`src/rtl/vector_cache_pkg.sv`:
```
// Shared vector cache types and constants used by the evict transmitter.
package vector_cache_pkg;

   localparam int unsigned BUS_WIDTH      = 128;
   localparam int unsigned EV_LINE_WIDTH  = 1024;
   localparam int unsigned EV_BEATS       = 1024 / BUS_WIDTH;

   localparam int unsigned TAG_WIDTH      = 15;
   localparam int unsigned INDEX_WIDTH    = 8;
   localparam int unsigned OFFSET_WIDTH   = 9;
   localparam int unsigned ROB_ID_WIDTH   = 6;
   localparam int unsigned DB_ID_WIDTH    = 4;
   localparam int unsigned TXNID_WIDTH    = 8;
   localparam int unsigned SIDEBAND_WIDTH = 4;

   typedef struct packed {
      logic [TAG_WIDTH-1:0]    tag;
      logic [INDEX_WIDTH-1:0]  index;
      logic [OFFSET_WIDTH-1:0] offset;
   } vc_addr_t;

   typedef struct packed {
      logic [TAG_WIDTH-1:0]      tag;
      logic [INDEX_WIDTH-1:0]    index;
      logic [OFFSET_WIDTH-1:0]   offset;
      logic [ROB_ID_WIDTH-1:0]   rob_entry_id;
      logic [DB_ID_WIDTH-1:0]    db_entry_id;
      logic [TXNID_WIDTH-1:0]    txnid;
      logic [SIDEBAND_WIDTH-1:0] sideband;
   } arb_out_req_t;

   typedef struct packed {
      logic [EV_LINE_WIDTH-1:0] evict_data;
      arb_out_req_t             evict_req_pld;
   } ram_to_evdb_pld_t;

   typedef struct packed {
      logic [BUS_WIDTH-1:0]      data;
      vc_addr_t                  addr;
      logic                      last;
      logic [ROB_ID_WIDTH-1:0]   rob_entry_id;
      logic [DB_ID_WIDTH-1:0]    db_entry_id;
      logic [TXNID_WIDTH-1:0]    txnid;
      logic [SIDEBAND_WIDTH-1:0] sideband;
   } evict_to_ds_pld_t;

   typedef enum logic {
      StIdle,
      StSend
   } evtx_state_e;

endpackage

```
`src/rtl/vc_evict_line_fifo.sv`:
```
// Line storage for the evict transmitter: DEPTH whole-line slots, head/tail pointers, count.
module vc_evict_line_fifo
   import vector_cache_pkg::*;
#(
   parameter int unsigned DEPTH = 2,
   localparam int unsigned PTR_W = $clog2(DEPTH),
   localparam int unsigned CNT_W = $clog2(DEPTH + 1)
) (
   input  logic             clk,
   input  logic             rst,
   input  logic             push,
   input  ram_to_evdb_pld_t push_pld,
   input  logic             pop,
   output logic             full,
   output logic             empty,
   output ram_to_evdb_pld_t head_pld,
   output logic [CNT_W-1:0] count
);

   ram_to_evdb_pld_t slots_q [DEPTH];
   logic [PTR_W-1:0] head_q, tail_q;
   logic [CNT_W-1:0] count_q, count_d;

   // Slot write; contents need no reset since count gates visibility.
   always_ff @(posedge clk) begin
      if (push) begin
         slots_q[tail_q] <= push_pld;
      end
   end

   // Next occupancy: simultaneous push and pop leave it unchanged.
   always_comb begin
      count_d = count_q;
      unique case ({push, pop})
         2'b10:   count_d = count_q + CNT_W'(1);
         2'b01:   count_d = count_q - CNT_W'(1);
         default: count_d = count_q;
      endcase
   end

   // Pointer and count registers; DEPTH is a power of two so pointers wrap naturally.
   always_ff @(posedge clk) begin
      if (rst) begin
         head_q  <= '0;
         tail_q  <= '0;
         count_q <= '0;
      end else begin
         if (push) begin
            tail_q <= tail_q + PTR_W'(1);
         end
         if (pop) begin
            head_q <= head_q + PTR_W'(1);
         end
         count_q <= count_d;
      end
   end

   assign full     = (count_q == CNT_W'(DEPTH));
   assign empty    = (count_q == '0);
   assign count    = count_q;
   assign head_pld = slots_q[head_q];

endmodule

```
`src/rtl/vc_evict_tx.sv`:
```
// Evict transmitter: buffers whole evicted lines and serializes each into BEATS downstream beats.
// Optional feature macro: VC_EVTX_STATS_EN adds the evict_line_cnt port and counter.
module vc_evict_tx
   import vector_cache_pkg::*;
#(
   parameter int unsigned LINE_W = EV_LINE_WIDTH,
   parameter int unsigned BUS_W  = BUS_WIDTH,
   parameter int unsigned BEATS  = LINE_W / BUS_W,
   parameter int unsigned DEPTH  = 2
) (
   input  logic             clk,
   input  logic             rst,
   input  logic             evdb_vld,
   output logic             evdb_rdy,
   input  ram_to_evdb_pld_t evdb_pld,
   output logic             ds_vld,
   input  logic             ds_rdy,
   output evict_to_ds_pld_t ds_pld,
   output logic             busy
`ifdef VC_EVTX_STATS_EN
   ,
   output logic [31:0]      evict_line_cnt
`endif
);

   localparam int unsigned BEAT_W = $clog2(BEATS);
   localparam int unsigned CNT_W  = $clog2(DEPTH + 1);

   logic             push, pop;
   logic             full, empty;
   logic [CNT_W-1:0] count;
   ram_to_evdb_pld_t head_pld;

   evtx_state_e       state_q, state_d;
   logic [BEAT_W-1:0] beat_q, beat_d;
   logic              send;
   logic              last_beat;

   logic [BEATS-1:0][BUS_W-1:0] line_beats;
   logic [OFFSET_WIDTH-1:0]     beat_off;

   vc_evict_line_fifo #(
      .DEPTH (DEPTH)
   ) u_line_fifo (
      .clk      (clk),
      .rst      (rst),
      .push     (push),
      .push_pld (evdb_pld),
      .pop      (pop),
      .full     (full),
      .empty    (empty),
      .head_pld (head_pld),
      .count    (count)
   );

   // Ready depends only on registered occupancy; a slot freed this cycle shows next cycle.
   assign evdb_rdy = !rst && !full;
   assign push     = evdb_vld && evdb_rdy;
   assign busy     = !rst && !empty;

   assign last_beat = (beat_q == BEAT_W'(BEATS - 1));

   // Head FSM and beat counter next-state; pop only on the last-beat handshake.
   always_comb begin
      state_d = state_q;
      beat_d  = beat_q;
      pop     = 1'b0;
      send    = 1'b0;
      unique case (state_q)
         StIdle: begin
            if (push || (count != '0)) begin
               state_d = StSend;
            end
         end
         StSend: begin
            send = 1'b1;
            if (ds_rdy) begin
               if (last_beat) begin
                  beat_d = '0;
                  pop    = 1'b1;
                  // A line arriving as the final one drains keeps the stream going.
                  if ((count == CNT_W'(1)) && !push) begin
                     state_d = StIdle;
                  end
               end else begin
                  beat_d = beat_q + BEAT_W'(1);
               end
            end
         end
         default: state_d = StIdle;
      endcase
   end

   // FSM state and beat counter registers.
   always_ff @(posedge clk) begin
      if (rst) begin
         state_q <= StIdle;
         beat_q  <= '0;
      end else begin
         state_q <= state_d;
         beat_q  <= beat_d;
      end
   end

   assign ds_vld     = send && !rst;
   assign line_beats = head_pld.evict_data;
   assign beat_off   = OFFSET_WIDTH'(beat_q) * OFFSET_WIDTH'(BUS_W / 8);

   // Beat mux: slice the head line and advance the byte offset; zero when no beat is offered.
   always_comb begin
      ds_pld = '0;
      if (ds_vld) begin
         ds_pld.data         = line_beats[beat_q];
         ds_pld.addr.tag     = head_pld.evict_req_pld.tag;
         ds_pld.addr.index   = head_pld.evict_req_pld.index;
         ds_pld.addr.offset  = head_pld.evict_req_pld.offset + beat_off;
         ds_pld.last         = last_beat;
         ds_pld.rob_entry_id = head_pld.evict_req_pld.rob_entry_id;
         ds_pld.db_entry_id  = head_pld.evict_req_pld.db_entry_id;
         ds_pld.txnid        = head_pld.evict_req_pld.txnid;
         ds_pld.sideband     = head_pld.evict_req_pld.sideband;
      end
   end

`ifdef VC_EVTX_STATS_EN
   logic [31:0] line_cnt_q;

   // Completed-line counter, wraps at 2^32.
   always_ff @(posedge clk) begin
      if (rst) begin
         line_cnt_q <= '0;
      end else if (pop) begin
         line_cnt_q <= line_cnt_q + 32'd1;
      end
   end

   assign evict_line_cnt = rst ? 32'd0 : line_cnt_q;
`endif

endmodule

```
`config.mk`:
```
export PLATFORM = sky130hd
export DESIGN_NAME = vc_evict_tx
export DESIGN_NICKNAME = d
export VERILOG_FILES = /design/src/rtl/vector_cache_pkg.sv /design/src/rtl/vc_evict_line_fifo.sv /design/src/rtl/vc_evict_tx.sv
export SDC_FILE = /design/constraint.sdc
export NUM_CORES = 2
export LEC_CHECK = 0
export CAP_MARGIN = 10
export CORE_AREA = 2 2 501 503
export CTS_BUF_LIST = sky130_fd_sc_hd__clkbuf_4 sky130_fd_sc_hd__clkbuf_8 sky130_fd_sc_hd__clkbuf_16
export DETAILED_ROUTE_END_ITERATION = 7
export DIE_AREA = 0 0 503 505
export DONT_BUFFER_PORTS = 1
export SLEW_MARGIN = 5
export SYNTH_ARGS = -nofsm -noshare
export SYNTH_HDL_FRONTEND = slang
export SYNTH_SLANG_ARGS = --single-unit
```
`constraint.sdc`:
```
create_clock -name clk -period 87.2 [get_ports clk]
set_input_delay 26.16 -clock clk [delete_from_list [all_inputs] [get_ports clk]]
set_output_delay 26.16 -clock clk [all_outputs]
set_load 0.05 [all_outputs]
```
==> metrics.cfg <==
[run_status]
run_status=finished, final reports clean

[yosys]
ys_warn_count=0
synth-async-reset-ratio=0
synth_area_um2=83320
synth_edf_count=2156
syn_nets=5611
synth_top_flop_cell=edfxtp_1
ys_seq_area_frac=0.7792
yosys_register_bits=2165
syn-mean-instance-area_um2=18.44
ys_types=30
synth_cells=4519

[setup_path]
end_kind=primary output
crit_end=ds_pld[114]
critical-path-max-stage-delay_ns=0.75
crit_chain=nand2b_2 > inv_2 > nand2b_4 > buf_4 > buf_4 > o22ai_1
startpoint_type=input port
cp_max_fo=55
reg2reg_from=u_line_fifo.count[0]
cp.required_ns=61.04
worstPathArrival_ns=29.99
critPathLaunch=rst
cp_common_cell=buf_4
path_class=input port to primary output
rrSetupSlack_ns=80.76
slowest_stage=nand2b_2
regToRegEndpoint=u_line_fifo.slots_q[0][210]
r2r_cells=9

[layout]
final_nets=5658
syn2layout_area_growth_pct=13.73
post-route-util=0.3818
drive_above_1_share=0.1006
regArea_um2=64930
num-fill-cells=22595
final_cell_area_um2=94760
finalNonFillerCells=8151
multi_input_area_um2=17060

[sta]
grt_setup_unrepaired=no
period_needed_ns=56.15
hold_viol=0
finalSetupViolCount=0
period_share=0.6439
max_freq_mhz=17.81
fin_tns_setup_ns=0
max_slew_margin=0.1231
clock-skew-final_ns=0.09324
slew_violations=0
tightestPinTransition_ns=1.279
holdWs_ns=0.5199

[floorplanning]
row_count=183
start_util=0.3357
io_pins=1268
core-area_um2=248200
die-area_um2=254000
die_h_um=505
die_w_um=503

[global_routing]
grt_overflow=0
grt_pass1_wl_um=326000
top_usage_layer=met2
grt.met2_usage=0.2908
grtUsageMet3=0.1042
antenna_found_initial=82
use_met1=0.1967
grt_pass1_vias=42121
grt_max_degree=176
grt_util_all_layers=0.1825

[detailed_routing]
drt_iter0_drc=4050
drc=0
wl_per_cell_um=29.70
drtAntennaViolNets=0
via_count=41781
dr.pass1.iters=6
wl_um=242100
avgViaCountPerCell=5.126

[placement]
placed_cell_area_um2=87010
io_buffers=0
dpl.hpwl_um=170900
place.gp.congestion=0.9376
dpl.cell_count=7674

[clock_tree]
cts.clk_slew.worst_paths_ns=0.06
cts_tree=yes
cts_setup_buffers=0
cts-root-buf=clkbuf_16
htree_levels=4
clock_latency_ns=0.87
cts_resized=0
numCtsBuffers=220
holdBufCountCts=0
cts_buffer_depth=3
numClockSinks=2165

[power_and_ir_drop]
power.switching_mw=0.5277
combPwrFrac=0.062
seq_power_share=0.519
switching_share=0.2283
irDropWorstVdd_v=0.00002068
leakage_nw=28.54
p_per_area_nw_per_um2=24.39
pwr-share-clk=0.419
internal_power_mw=1.784

[hold_path]
holdPathStages=2
hp-class=flop to flop

[run]
maxCapViolCount=0

[per-layer routing]
metal | wire length, um | up-vias
li1 | - | 18340
met1 | 83940 | 21111
met5 | 610 | -
met4 | 10450 | 84
met2 | 114000 | 1810
met3 | 33080 | 436
[flip-flops by register name, summed over array words and instances, names as in the netlist, named ones only]
register / flops
state_q: 1
beat_q: 3
u_line_fifo.slots_q: 2156
u_line_fifo.head_q: 1
u_line_fifo.count: 2
u_line_fifo.tail_q: 1
[through the flow]
step | setup WS [ns] | power (mW)
final | 31.05 | 2.311
after global routing | 30.79 | 2.382
after CTS | 31.08 | 2.333
after detailed placement | 31.10 | 1.368
after global placement | 31.27 | 1.366
after floorplan | 12.64 | 1.380
[worst min-delay path by stage]
| stage | startpoint | endpoint | slack, ns |
|---|---|---|---|
| global placement | u_line_fifo.count[1] | u_line_fifo.count[1] | 0.50 |
| global route | state_q | beat_q[2] | 0.55 |
| CTS | u_line_fifo.head_q | flop | 0.53 |
| floorplan | beat_q[2] | beat_q[2] | 0.48 |
| detailed placement | u_line_fifo.head_q | flop | 0.51 |
| finish | u_line_fifo.head_q | flop | 0.52 |
[cell usage after synthesis (2+ instances only)]
cell,number,area [um2]
a21oi_1,5,25.02
a22oi_1,512,3844
and2_1,4,25.02
and3_1,2,12.51
buf_1,19,71.32
buf_2,76,380.4
buf_4,46,345.3
buf_6,17,191.4
clkbuf_1,112,420.4
dfxtp_1,9,180.2
edfxtp_1,2156,64740
ha_1,9,112.6
inv_1,2,7.510
mux2_1,3,33.78
mux2i_1,1075,10760
nand2_1,261,979.7
nand2b_1,2,12.51
nor2_1,64,240.2
nor2b_1,2,12.51
o22ai_1,128,800.8
xnor2_1,3,26.28
xor2_1,4,35.03
[final cells by class]
cell class | count | share of cell area
Antenna cell | 60 | 0.001584
Clock buffer | 269 | 0.06218
Clock inverter | 148 | 0.01800
Sequential cell | 2165 | 0.6852
Inverter | 3 | 0.0001188
Tap cell | 3330 | 0.04397
Multi-Input combinational cell | 2081 | 0.1800
Timing Repair Buffer | 95 | 0.009018
[critical path, delay by kind of cell]
family          cells  cell delay [ns]
buf+inv             3             1.52
compound gates      1             0.60
simple gates        2             1.47
[cells in the final DEF (no fill, tap or decap), drive strengths merged]
master	count
clkbuf	269
diode	60
buf	95
fa	1
dfxtp	9
clkinv	107
nor2b	2
nor2	64
inv	8
mux2i	1075
o22ai	128
and2	4
mux2	3
nand2b	2
nand2	261
o2bb2ai	1
clkinvlp	9
and3	2
xor2	4
a211oi	1
nor3b	1
nor3	1
bufinv	27
ha	9
a21oi	5
edfxtp	2156
a22oi	512
nand3	1
a21o	1
xnor2	3
[cells by family after synthesis]
kind of cell               after synthesis  synth area share
DFF                                   2165            0.7792
muxes                                 1078            0.1295
AOI/OAI and AO/OA                      648           0.05633
and+or+nand+nor                        338           0.01560
buffers and inverters                  273           0.01704
adders and majority gates               10          0.001592
xor gates and xnor gates                 7         0.0007358
[power groups by stage]
stage	Combinational (mW)	Sequential, mW	Clock, mW
final	0.144	1.20	0.968
after CTS	0.146	1.20	0.987
after global placement	0.146	1.22	0
after global routing	0.152	1.20	1.03
after floorplan	0.0910	1.29	0
after detailed placement	0.146	1.22	0
Note: power is estimated with default switching activity, not from simulation.
